<file path="config.mk">
export PLATFORM = sky130hd
export DESIGN_NAME = relay_sequencer_param
export DESIGN_NICKNAME = d
export VERILOG_FILES = /design/src/rtl/relay_seq_pkg.sv /design/src/rtl/relay_sequencer_param.sv
export SDC_FILE = /design/constraint.sdc
export NUM_CORES = 1
export LEC_CHECK = 0
export CORE_MARGIN = 3
export CORE_UTILIZATION = 48
export CTS_CLUSTER_SIZE = 28
export DETAILED_ROUTE_END_ITERATION = 6
export PLACE_DENSITY = 0.79
export SLEW_MARGIN = 15
export SYNTH_ARGS = -nofsm -noshare
export SYNTH_HDL_FRONTEND = slang
export SYNTH_SLANG_ARGS = --single-unit
export TNS_END_PERCENT = 100
</file>
<file path="constraint.sdc">
create_clock -name clock -period 2.5 [get_ports clock]
set_clock_uncertainty 0.1 [all_clocks]
set_input_delay 0.375 -clock clock [delete_from_list [all_inputs] [get_ports clock]]
set_output_delay 0.375 -clock clock [all_outputs]
set_load 0.005 [all_outputs]
</file>
<file path="src/rtl/relay_seq_pkg.sv">
// Shared types and opcode-class decode for the relay sequencer.
package relay_seq_pkg;

   typedef enum logic [2:0] {
      CLS_MOV8  = 3'd0,
      CLS_ALU   = 3'd1,
      CLS_SETAB = 3'd2,
      CLS_LDST  = 3'd3,
      CLS_MISC  = 3'd4,
      CLS_INC   = 3'd5,
      CLS_GOTO  = 3'd6
   } instr_class_t;

   typedef enum logic [1:0] {
      IDLE   = 2'd0,
      RUN    = 2'd1,
      HALTED = 2'd2
   } seq_state_t;

   // Map the top four opcode bits onto an instruction class.
   function automatic instr_class_t decode_class(input logic [3:0] op);
      instr_class_t cls;
      cls = CLS_MOV8;
      unique case (op[3:2])
         2'b00: cls = CLS_MOV8;
         2'b01: cls = CLS_SETAB;
         2'b11: cls = CLS_GOTO;
         default: begin
            unique case (op[1:0])
               2'b00:   cls = CLS_ALU;
               2'b01:   cls = CLS_LDST;
               2'b10:   cls = CLS_MISC;
               default: cls = CLS_INC;
            endcase
         end
      endcase
      return cls;
   endfunction

endpackage

</file>
<file path="src/rtl/relay_sequencer_param.sv">
// Parametrised relay-computer step sequencer: common fetch, per-class
// sequence lengths, single-step, run gating at boundaries and HALT/continue.
module relay_sequencer_param
   import relay_seq_pkg::*;
#(
   parameter int unsigned CTRL_W      = 24,
   parameter int unsigned OPC_W       = 4,
   parameter int unsigned FETCH_STEPS = 4,
   parameter int unsigned LEN_MOV8    = 8,
   parameter int unsigned LEN_ALU     = 8,
   parameter int unsigned LEN_SETAB   = 8,
   parameter int unsigned LEN_LDST    = 12,
   parameter int unsigned LEN_MISC    = 12,
   parameter int unsigned LEN_INC     = 14,
   parameter int unsigned LEN_GOTO    = 24,
   parameter int unsigned STEP_W      = 5
) (
   input  logic              clock,
   input  logic              reset_n,
   input  logic [OPC_W-1:0]  instruction_bits,
   input  logic              halt_instr,
   input  logic              run,
   input  logic              cont,
   input  logic              step_mode,
   input  logic              step_req,
   output logic [CTRL_W-1:0] outputState,
   output logic [STEP_W-1:0] step_count,
   output logic [2:0]        instr_class,
   output logic              instr_done,
   output logic              halted
);

   localparam logic [STEP_W-1:0] FETCH_LAST = STEP_W'(FETCH_STEPS - 1);

   // Parameter sanity: every class outlasts fetch and fits the control word.
   if (OPC_W < 4) begin : g_chk_opc
      $error("OPC_W must be at least 4");
   end
   if ((2 ** STEP_W) < CTRL_W) begin : g_chk_step
      $error("STEP_W too narrow for CTRL_W");
   end
   if (LEN_MOV8 <= FETCH_STEPS || LEN_ALU <= FETCH_STEPS || LEN_SETAB <= FETCH_STEPS ||
       LEN_LDST <= FETCH_STEPS || LEN_MISC <= FETCH_STEPS || LEN_INC <= FETCH_STEPS ||
       LEN_GOTO <= FETCH_STEPS) begin : g_chk_fetch
      $error("every LEN_* must exceed FETCH_STEPS");
   end
   if (LEN_MOV8 > CTRL_W || LEN_ALU > CTRL_W || LEN_SETAB > CTRL_W ||
       LEN_LDST > CTRL_W || LEN_MISC > CTRL_W || LEN_INC > CTRL_W ||
       LEN_GOTO > CTRL_W) begin : g_chk_ctrl
      $error("every LEN_* must be <= CTRL_W");
   end

   // Index of the final step for a class.
   function automatic logic [STEP_W-1:0] last_step(input instr_class_t c);
      logic [STEP_W-1:0] l;
      unique case (c)
         CLS_ALU:   l = STEP_W'(LEN_ALU - 1);
         CLS_SETAB: l = STEP_W'(LEN_SETAB - 1);
         CLS_LDST:  l = STEP_W'(LEN_LDST - 1);
         CLS_MISC:  l = STEP_W'(LEN_MISC - 1);
         CLS_INC:   l = STEP_W'(LEN_INC - 1);
         CLS_GOTO:  l = STEP_W'(LEN_GOTO - 1);
         default:   l = STEP_W'(LEN_MOV8 - 1);
      endcase
      return l;
   endfunction

   seq_state_t        state_q, state_d;
   logic [STEP_W-1:0] step_q, step_d;
   instr_class_t      class_q, class_d;
   logic              hflag_q, hflag_d;
   logic [CTRL_W-1:0] out_q, out_d;
   logic              done_q, done_d;
   logic              halted_q, halted_d;
   logic              adv;
   instr_class_t      dec_cls;

   assign adv     = !step_mode || step_req;
   assign dec_cls = decode_class(instruction_bits[OPC_W-1 -: 4]);

   // Next-state and registered-output computation.
   always_comb begin
      state_d = state_q;
      step_d  = step_q;
      class_d = class_q;
      hflag_d = hflag_q;
      done_d  = 1'b0;
      unique case (state_q)
         IDLE: begin
            if (run) begin
               state_d = RUN;
               step_d  = '0;
            end
         end
         RUN: begin
            if (adv) begin
               if (step_q == last_step(class_q)) begin
                  done_d = 1'b1;
                  step_d = '0;
                  if (hflag_q)   state_d = HALTED;
                  else if (!run) state_d = IDLE;
               end else begin
                  step_d = step_q + STEP_W'(1);
               end
               if (step_q == FETCH_LAST) begin
                  class_d = dec_cls;
                  hflag_d = halt_instr && (dec_cls == CLS_MISC);
               end
            end
         end
         HALTED: begin
            step_d = '0;
            if (cont) begin
               state_d = RUN;
               hflag_d = 1'b0;
            end
         end
         default: begin
            state_d = IDLE;
            step_d  = '0;
         end
      endcase
      out_d    = (state_d == RUN) ? (CTRL_W'(1) << step_d) : '0;
      halted_d = (state_d == HALTED);
   end

   // State and output registers.
   always_ff @(posedge clock or negedge reset_n) begin
      if (!reset_n) begin
         state_q  <= IDLE;
         step_q   <= '0;
         class_q  <= CLS_MOV8;
         hflag_q  <= 1'b0;
         out_q    <= '0;
         done_q   <= 1'b0;
         halted_q <= 1'b0;
      end else begin
         state_q  <= state_d;
         step_q   <= step_d;
         class_q  <= class_d;
         hflag_q  <= hflag_d;
         out_q    <= out_d;
         done_q   <= done_d;
         halted_q <= halted_d;
      end
   end

   assign outputState = out_q;
   assign step_count  = step_q;
   assign instr_class = class_q;
   assign instr_done  = done_q;
   assign halted      = halted_q;

endmodule

</file>
Word level (Yosys, flattened, before mapping)
Cells that the tools add are included.
{ "totals": {"ff_bits": 37, "inputBits": 11, "out_inout_bits": 34, "elab_cells": 61} }
{ "op_classes": {"n_addsub": 1, "eq_ne": 18, "shifts": 1, "mux": 24, "reduce_logical": 10} }
{ "ops": {"columns": ["operator", "n"], "rows": [
  ["$mux W5", 5],
  ["$mux W24", 1],
  ["$shl A1 B5 Y24 const A", 1],
  ["$pmux W3 S3", 2],
  ["$pmux W5 S3", 1],
  ["$eq A3 B3 Y1 const B", 4],
  ["$mux W2", 6],
  ["$pmux W5 S2", 1],
  ["$eq A2 B1 Y1 const B", 4],
  ["$eq A2 B2 Y1 const B", 4],
  ["$logic_not A2 Y1", 3],
  ["$mux W1", 6],
  ["$ne A2 B2 Y1 const B", 3],
  ["$pmux W2 S3", 1],
  ["$add A5 B1 Y5 const B", 1],
  ["$eq A5 B2 Y1 const B", 1],
  ["$eq A5 B5 Y1", 1],
  ["$reduce_and A4 Y1", 1],
  ["$eq A3 B2 Y1 const B", 1],
  ["$reduce_and A3 Y1", 1],
  ["$pmux W1 S2", 1],
  ["$reduce_bool A2 Y1", 1],
  ["$reduce_or A2 Y1", 1],
  ["$logic_and A1 B1 Y1", 1],
  ["2 further kinds", 2]
]} }

Logic depth before layout (Yosys ltp)
Gate-level depths: netlist of the first run.
{ "depth": {"word_depth": 11, "depth_mapped": 8, "ltp_nobuf": 7} }

Worst setup path before layout of the first run
Ideal clock, no wire load.
{ "synth_path": {"path_kind": "register -> register", "from": "register class_q[1], in the netlist instr_class[1]", "to": "register out_q[6], in the netlist outputState[6]", "setup_ns": 0.149, "t_arrival_ns": 1.890, "t_required_ns": 2.251, "setup_slack_ns": 0.361, "stages_incl_launch_ff": 8, "n_path_buf": 1, "period_less_slack_ns": 2.139, "path_cell_list": "dfrtp_1 and3b_1 nor2b_1 nor2_1 o31ai_2 buf_6 mux2i_1 nor3_1"} }
{ "synth_between": {"elab_chain_len": 11, "word_cells_on_any_way": 18, "cone_classes": "6 x eq/ne; 1 x shift; 10 x mux; 1 x reduce/logical"} }
{ "synth_rtl": {"columns": ["item", "line", "text"], "rows": [
  ["from (decl)", "relay_sequencer_param.sv:70", "instr_class_t class_q, class_d;"],
  ["from (signal assigned)", "relay_sequencer_param.sv:140", "class_q <= class_d;"],
  ["$eq A3 B3 Y1 / $eq A3 B2 Y1 (equally long branches)", "relay_sequencer_param.sv:56", "unique case (c)"],
  ["$reduce_or A2 Y1 (no line)", null, null],
  ["$pmux W5 S3 *", "relay_sequencer_param.sv:56", null],
  ["$mux W5 *", "relay_sequencer_param.sv:96", "if (adv) begin"],
  ["$mux W5 *", "relay_sequencer_param.sv:88", "unique case (state_q)"],
  ["$eq A5 B5 Y1 *", "relay_sequencer_param.sv:97", "if (step_q == last_step(class_q)) begin"],
  ["$mux W2 / $mux W5 (equally long branches)", "relay_sequencer_param.sv:97", null],
  ["$mux W2 / $mux W5 (equally long branches)", "relay_sequencer_param.sv:96", null],
  ["$pmux W2 S3 / $pmux W5 S2 (equally long branches)", "relay_sequencer_param.sv:88", null],
  ["$eq A2 B1 Y1 / $shl A1 B5 Y24 (equally long branches)", "relay_sequencer_param.sv:123", "out_d = (state_d == RUN) ? (CTRL_W'(1) << step_d) : '0;"],
  ["$mux W24 *", "relay_sequencer_param.sv:123", null],
  ["via out_d[6]", "relay_sequencer_param.sv:72", "logic [CTRL_W-1:0] out_q, out_d;"],
  ["to (signal assigned)", "relay_sequencer_param.sv:142", "out_q <= out_d;"],
  ["to (decl)", "relay_sequencer_param.sv:72", null]
]} }
The timed path passes the listed nets; every way through them passes the cells marked *. The select of a mux whose other input is x is not followed.
A chain may end at the register's enable or synchronous reset.

Worst setup path in the final report of the first run
{ "layout_path": {"from": "register class_q[1], in the netlist instr_class[1]", "to": "register out_q[16], in the netlist outputState[16]"} }
The elaborated chain is that of the path after synthesis.

==> results of run 1 <==
critical path: stages (launching register included):
cell and delay [ns]:
dfrtp_2 0.47, o21ai_0 0.24, a21oi_1 0.14, nor3_4 0.26
o31ai_2 0.15, buf_4 0.20, or4_1 0.59, nor2_1 0.17
sequential cells by signal, indices dropped and copies added (netlist names):
register and cells:
hflag_q 1, outputState 24, state_q 2, halted 1
instr_done 1, instr_class 3, step_count 5
cell families after synthesis:
logic type                 count (synthesis)  share of synthesized area
muxes                                      3                     0.0184
xor gates and xnor gates                   2                     0.0103
adders and majority gates                  1                    0.00737
AOI/OAI and AO/OA                         31                      0.126
DFF                                       37                      0.545
buffers and inverters                     11                     0.0317
and+or+nand+nor                           82                      0.261
synth_stat cells, types with 3 or more instances:
library cell   n  share of area
dfrtp_1       37           0.55
nand2_1       16          0.035
nor2_1        13          0.029
nor3_1        13          0.038
nor2b_1       11          0.041
o21ai_0        6          0.018
nand3b_1       5          0.022
a21oi_1        4          0.012
buf_2          4          0.012
nand2b_1       4          0.015
nand4_1        4          0.015
a31oi_1        3          0.011
inv_1          3         0.0066
nand3_1        3         0.0088
routing by layer:
layer  share of wire  wire length (um)
met2            0.49              2070
met3           0.054               225
met4           0.028               117
met5               0                 0
met1            0.42              1770
path summary, 6_finish.rpt:
path                                        end  cells after the start
min in group clock                      hflag_q                      2
worst max-delay path            outputState[16]                      7
max in group asynchronous         step_count[2]                      2
worst min-delay path                    hflag_q                      2
worst min register to register          hflag_q                      2
worst max register to register  outputState[16]                      7
power by group:
| part | internal (mW) | switching [mW] | total (mW) |
|---|---|---|---|
| Sequential | 0.758 | 0.163 | 0.921 |
| Combinational | 0.649 | 0.701 | 1.35 |
| Clock | 0.0975 | 0.182 | 0.280 |
area by class of cell:
class | instances | area (um2)
well taps | 44 | 55.1
multi-input cells | 119 | 743
clock inverters | 1 | 5.00
flip-flops and latches | 37 | 930
clock buffers | 5 | 37.5
fillers | 280 | 910
repair buffers | 53 | 508
inverters | 4 | 15.0
cells in the final DEF (no fill, tap or decap), drive strengths merged, types with 2 or more instances in the layout:
master / n
nor3b: 2
mux2i: 2
o31ai: 3
o32ai: 2
or3: 2
nor3: 14
o211ai: 2
a21oi: 4
clkdlybuf4s50: 44
nand2: 16
buf: 9
nor2: 13
nand3b: 5
inv: 3
a21o: 2
nand2b: 4
nor4: 2
nor2b: 11
clkbuf: 5
o21ai: 8
nand3: 3
clkinv: 2
a31oi: 3
xor2: 2
or2: 2
nand4: 4
dfrtp: 37
or4: 3
timing repair:
| item | CTS | global route |
|---|---|---|
| hold buffers | 0 | 0 |
| endpoints found under the setup margin | 0 | 8 |
| gates resized for setup | 0 | 8 |
==> summary.json, run 1 <==
{
  "outcome": "finished clean",
  "slew_viol_final": 0,
  "final_nets": 232,
  "finish.utilization": 0.716,
  "power.density_nw_per_um2": 1110,
  "vias": 1481,
  "finalInstanceArea_um2": 2290,
  "h_tree_level_count": 2,
  "hold_violations": 0,
  "timing.critical_path.required_ns": 2.66,
  "met3_usage": 0.0564,
  "detail_route.first_pass.iterations": 4,
  "routed_via_density": 5.63,
  "all_layer_gr_usage": 0.213,
  "synth_async_sr_flop_share": 1.00,
  "grt_most_used_layer": "met2",
  "drt-total-wl_um": 4180,
  "placement.setup.worst_slack_ns": -0.0580,
  "overflow": 0,
  "clock_tree_from_tritoncts": "done",
  "cts.path.max_buffers": 2,
  "insertedDiodeCount": 0,
  "synthesized_area_divided_by_synthesized_cell_count_um2": 10.2,
  "via_count_of_the_first_global_routing_pass": 1435,
  "power_mw": 2.55,
  "placed_area_um2": 2220,
  "synth-edff-count": 0,
  "numClockSinks": 37,
  "area.growth.synth_to_final_pct": 35.1,
  "ant_nets": 0,
  "holdWs_ns": 0.338,
  "crit_fanout": 10,
  "number_of_buffers_added_by_the_clock_tree_synthesis_step": 5,
  "start_kind": "flip-flop",
  "met1_usage": 0.259,
  "synthCells": 167,
  "number_of_core_rows": 20,
  "setup_viol": 0,
  "min-delay-path-class": "input pin to asynchronous set/reset pin",
  "gp_congestion": 0.866,
  "clk-insertion-delay-late_ns": 0.34,
  "antenna_found_initial": 0,
  "post-route-drc-count": 0,
  "placeable_core_area_um2": 3200,
  "yosysSeqAreaShare": 0.545,
  "die_y_um": 65.5,
  "port_buffers": 44,
  "synth.ff_latch_count": 37,
  "synthesis.yosys.warnings": 0,
  "reg2reg_setup_slack_ns": 0.1,
  "mean_routed_wirelength_per_cell_um": 15.9,
  "vdd_ir_drop_max_mv": 0.628,
  "clock_tree.root_cell": "clkbuf_4",
  "element_type_at_the_critical_path_end": "flip-flop",
  "beginning_of_the_critical_path": "instr_class[1]",
  "netlist-cell-type-count": 44,
  "worst_setup_path_category": "flip-flop to flip-flop",
  "min_period_over_period": 0.961,
  "timing.fmax_ghz": 0.416,
  "gr-usage-met2": 0.353,
  "fin_cells": 263,
  "cell_area_synth_um2": 1700,
  "drtIter0Drc": 42,
  "starting_density_of_the_core": 0.530,
  "setup_repair_after_global_routing_missed_its_margin": "true",
  "timing.rr.start": "instr_class[1]",
  "critical_path_arrival_ns": 2.57,
  "floorplan.die.width_um": 65.5,
  "postSynthNetCount": 179,
  "drive_above_1_share": 0.128,
  "floorplan.die_area_um2": 4290,
  "actual_slew_at_the_worst_max_slew_pin_ns": 0.561,
  "slew-limit-headroom": 0.625,
  "timing.setup.tns_ns": 0,
  "fin_crit_ns": 2.40,
  "grt_pass1_wl_um": 6890,
  "dpl.hpwl_um": 3130,
  "synthFlopType": "dfrtp_1",
  "cts_setup_buffers": 0,
  "cts.reportedPaths.clkPinSlew_ns": 0.11,
  "dp_cells": 257,
  "grt_start_max_net_pins": 38,
  "maxCapViolations": 0,
  "timing.final.ws_setup_ns": 0.0987,
  "io_pins": 45,
  "p_leak_nw": 0.974
}
(Power assumes the default switching activity.)
==> run 2: changes to the inputs <==
PLACE_DENSITY = not set   (was 0.79)
PLACE_DENSITY_LB_ADDON = 0.15   (was not set)
==> summary.json, run 2 (same netlist as run 1, synthesis figures left out) <==
{
  "outcome": {"value": "finished clean", "change": "unchanged"},
  "post-route-drc-count": {"value": 0, "change": "unchanged"},
  "timing.critical_path.required": {"value": 2.67, "unit": "ns", "change": "was 2.66 ns"},
  "clock_tree.root_cell": {"value": "clkbuf_4", "change": "unchanged"},
  "maxCapViolations": {"value": 0, "change": "unchanged"},
  "met3_usage": {"value": 0.0615, "change": "was 0.0564"},
  "drt-total-wl": {"value": 4180, "unit": "um", "change": "about the same"},
  "element_type_at_the_critical_path_end": {"value": "flip-flop", "change": "unchanged"},
  "final_nets": {"value": 235, "change": "was 232"},
  "floorplan.die.width": {"value": 65.5, "unit": "um", "change": "unchanged"},
  "timing.rr.end": {"value": "outputState[22]", "change": "was outputState[16]"},
  "timing.critical_path.buf_inv": {"value": 1, "change": "unchanged"},
  "finalInstanceArea": {"value": 2320, "unit": "um2", "change": "was 2290 um2"},
  "cts_hold_buf": {"value": 0, "change": "unchanged"},
  "ant_nets": {"value": 0, "change": "unchanged"},
  "floorplan.die_area": {"value": 4290, "unit": "um2", "change": "unchanged"},
  "layout_commonest_cell": {"value": "clkdlybuf4s50_1", "change": "unchanged"},
  "die_y": {"value": 65.5, "unit": "um", "change": "unchanged"},
  "overflow": {"value": 0, "change": "unchanged"},
  "detail_route.first_pass.iterations": {"value": 4, "change": "unchanged"},
  "via_count_of_the_first_global_routing_pass": {"value": 1492, "change": "was 1435"},
  "area.growth.synth_to_final": {"value": 36.5, "unit": "%", "change": "was 35.1%"},
  "setup_viol": {"value": 0, "change": "unchanged"},
  "numClockSinks": {"value": 37, "change": "unchanged"},
  "gr-usage-met2": {"value": 0.351, "change": "was 0.353"},
  "actual_slew_at_the_worst_max_slew_pin": {"value": 0.525, "unit": "ns", "change": "was 0.561 ns"},
  "reg2reg_depth": {"value": 7, "change": "unchanged"},
  "vias": {"value": 1521, "change": "was 1481"},
  "dp_cells": {"value": 259, "change": "was 257"},
  "placed_area": {"value": 2240, "unit": "um2", "change": "was 2220 um2"},
  "all_layer_gr_usage": {"value": 0.217, "change": "was 0.213"},
  "port_buffers": {"value": 44, "change": "unchanged"},
  "cpLargestDelayFamily": {"value": "simple AND/OR/NAND/NOR gates", "change": "unchanged"},
  "clk-insertion-delay-late": {"value": 0.35, "unit": "ns", "change": "was 0.34 ns"},
  "cts.reportedPaths.clkPinSlew": {"value": 0.12, "unit": "ns", "change": "was 0.11 ns"},
  "critical_path_arrival": {"value": 2.55, "unit": "ns", "change": "was 2.57 ns"},
  "min_period_over_period": {"value": 0.952, "change": "was 0.961"},
  "number_of_buffers_added_by_the_clock_tree_synthesis_step": {"value": 5, "change": "unchanged"},
  "antenna_found_initial": {"value": 0, "change": "unchanged"},
  "number_of_core_rows": {"value": 20, "change": "unchanged"},
  "layout_common_cells": {"value": "clkdlybuf4s50_1, dfrtp_1, nand2_1, nor3_1, nor2_1", "change": "unchanged"},
  "min-delay-path-class": {"value": "input pin to asynchronous set/reset pin", "change": "unchanged"},
  "slew_viol_final": {"value": 0, "change": "unchanged"},
  "beginning_of_the_critical_path": {"value": "instr_class[1]", "change": "unchanged"},
  "hold_violations": {"value": 0, "change": "unchanged"},
  "io_pins": {"value": 45, "change": "unchanged"},
  "timing.setup.tns": {"value": 0, "unit": "ns", "change": "unchanged"},
  "mean_routed_wirelength_per_cell": {"value": 15.7, "unit": "um", "change": "was 15.9 um"},
  "vdd_ir_drop_max": {"value": 0.781, "unit": "mV", "change": "was 0.628 mV"},
  "power.density": {"value": 1110, "unit": "nW/um2", "change": "about the same"},
  "drtIter0Drc": {"value": 65, "change": "was 42"},
  "routed_via_density": {"value": 5.70, "change": "was 5.63"},
  "h_tree_level_count": {"value": 2, "change": "unchanged"},
  "p_leak": {"value": 0.995, "unit": "nW", "change": "was 0.974 nW"},
  "placeable_core_area": {"value": 3200, "unit": "um2", "change": "unchanged"},
  "critical-path-slowest-cell": {"value": "or4_1", "change": "unchanged"},
  "grt_pass1_wl": {"value": 6980, "unit": "um", "change": "was 6890 um"},
  "timing.rr.start": {"value": "instr_class[1]", "change": "unchanged"},
  "final.fill_count": {"value": 265, "change": "was 280"},
  "critical_path.endpoint": {"value": "outputState[22]", "change": "was outputState[16]"},
  "cp_cell_sequence": {"value": "o21ai_0, a21oi_1, nor3_4, o31ai_2, buf_4, or4_1, nor2_1", "change": "unchanged"},
  "worst_setup_path_category": {"value": "flip-flop to flip-flop", "change": "unchanged"},
  "start_kind": {"value": "flip-flop", "change": "unchanged"},
  "crit_path_max_incr_delay": {"value": 0.60, "unit": "ns", "change": "was 0.59 ns"},
  "crit_fanout": {"value": 10, "change": "unchanged"},
  "gp_congestion": {"value": 0.969, "change": "was 0.866"},
  "largest_reg_flops": {"value": 24, "change": "unchanged"},
  "fin_cells": {"value": 267, "change": "was 263"},
  "fin_crit": {"value": 2.38, "unit": "ns", "change": "was 2.40 ns"},
  "path_depth": {"value": 7, "change": "unchanged"},
  "cts.path.max_buffers": {"value": 2, "change": "unchanged"},
  "drive_above_1_share": {"value": 0.117, "change": "was 0.128"},
  "grt_start_max_net_pins": {"value": 38, "change": "unchanged"},
  "met1_usage": {"value": 0.276, "change": "was 0.259"},
  "reg2reg_setup_slack": {"value": 0.12, "unit": "ns", "change": "was 0.1 ns"},
  "starting_density_of_the_core": {"value": 0.530, "change": "unchanged"},
  "timing.fmax": {"value": 0.420, "unit": "GHz", "change": "was 0.416 GHz"},
  "slew-limit-headroom": {"value": 0.649, "change": "was 0.625"},
  "clock_tree_from_tritoncts": {"value": "done", "change": "unchanged"},
  "grt_most_used_layer": {"value": "met2", "change": "unchanged"},
  "dpl.hpwl": {"value": 3160, "unit": "um", "change": "was 3130 um"},
  "insertedDiodeCount": {"value": 0, "change": "unchanged"}
}
-- run 2: cell count changes in the layout (fill, tap and decap cells not counted), sizes merged --
cell / before / now
buf: 9 / 12
clkbuf: 5 / 7
clkinv: 2 / 1
-- run 2: worst min-delay path by stage --
| stage | from | cells after the start | slack, ns | to |
|---|---|---|---|---|
| floorplan | reset_n | 0 | -0.02 | halted |
| global placement | hflag_q | 2 | 0.39 | hflag_q |
| detailed placement | hflag_q | 2 | 0.40 | hflag_q |
| CTS | reset_n | 2 | 0.35 | halted |
| global route | reset_n | 2 | 0.37 | halted |
| finish | reset_n | 2 | 0.33 | halted |
-- run 2: timing repair --
action | 4_1_cts | 5_1_grt
endpoints found under the hold margin | 0 | 0
setup buffers | 0 | 1
gates resized for setup | 0 | 3
setup endpoints to repair | 0 | 8
-- run 2: cell type report --
cell class / count / area (um2) / area share
repair buffers: 56 / 531 / 0.229
well taps: 44 / 55.1 / 0.0238
flip-flops and latches: 37 / 926 / 0.400
clock buffers: 7 / 55.1 / 0.0238
inverters: 4 / 15.0 / 0.00648
multi-input cells: 119 / 736 / 0.317
-- run 2: stage by stage --
step | hold slack [ns] | util | setup slack, ns | total power [mW]
floorplan | -0.0206 | - | 0.361 | 1.61
global placement | 0.388 | 0.698 | 0.0710 | 2.15
detailed placement | 0.402 | 0.698 | 0.00424 | 2.19
CTS | 0.345 | 0.716 | 0.0875 | 2.52
global route | 0.370 | 0.723 | -0.0222 | 2.77
finish | 0.327 | 0.723 | 0.120 | 2.58
-- run 2: worst register-to-register path, cell delays in order (launching register included) --
cell	delay, ns
dfrtp_1	0.49
o21ai_0	0.20
a21oi_1	0.12
nor3_4	0.29
o31ai_2	0.14
buf_4	0.20
or4_1	0.60
nor2_1	0.16
-- run 2: power by group --
part | internal, mW | leakage [nW] | switching [mW]
Combinational | 0.653 | 0.466 | 0.705
Clock | 0.133 | 0.0314 | 0.192
Sequential | 0.753 | 0.498 | 0.147
-- run 2: per-layer routing --
| metal | up-vias | share of wire |
|---|---|---|
| met1 | 731 | 0.42 |
| li1 | 709 | - |
| met5 | - | 0 |
| met4 | 0 | 0.020 |
| met2 | 71 | 0.49 |
| met3 | 10 | 0.068 |
==> run 3: changes to the inputs <==
CAP_MARGIN = 20   (was not set)
SLEW_MARGIN = not set   (was 15)
TNS_END_PERCENT = not set   (was 100)
==> results of run 3 <==
The final DEF is identical to that of run 2; final timing and power are the same.
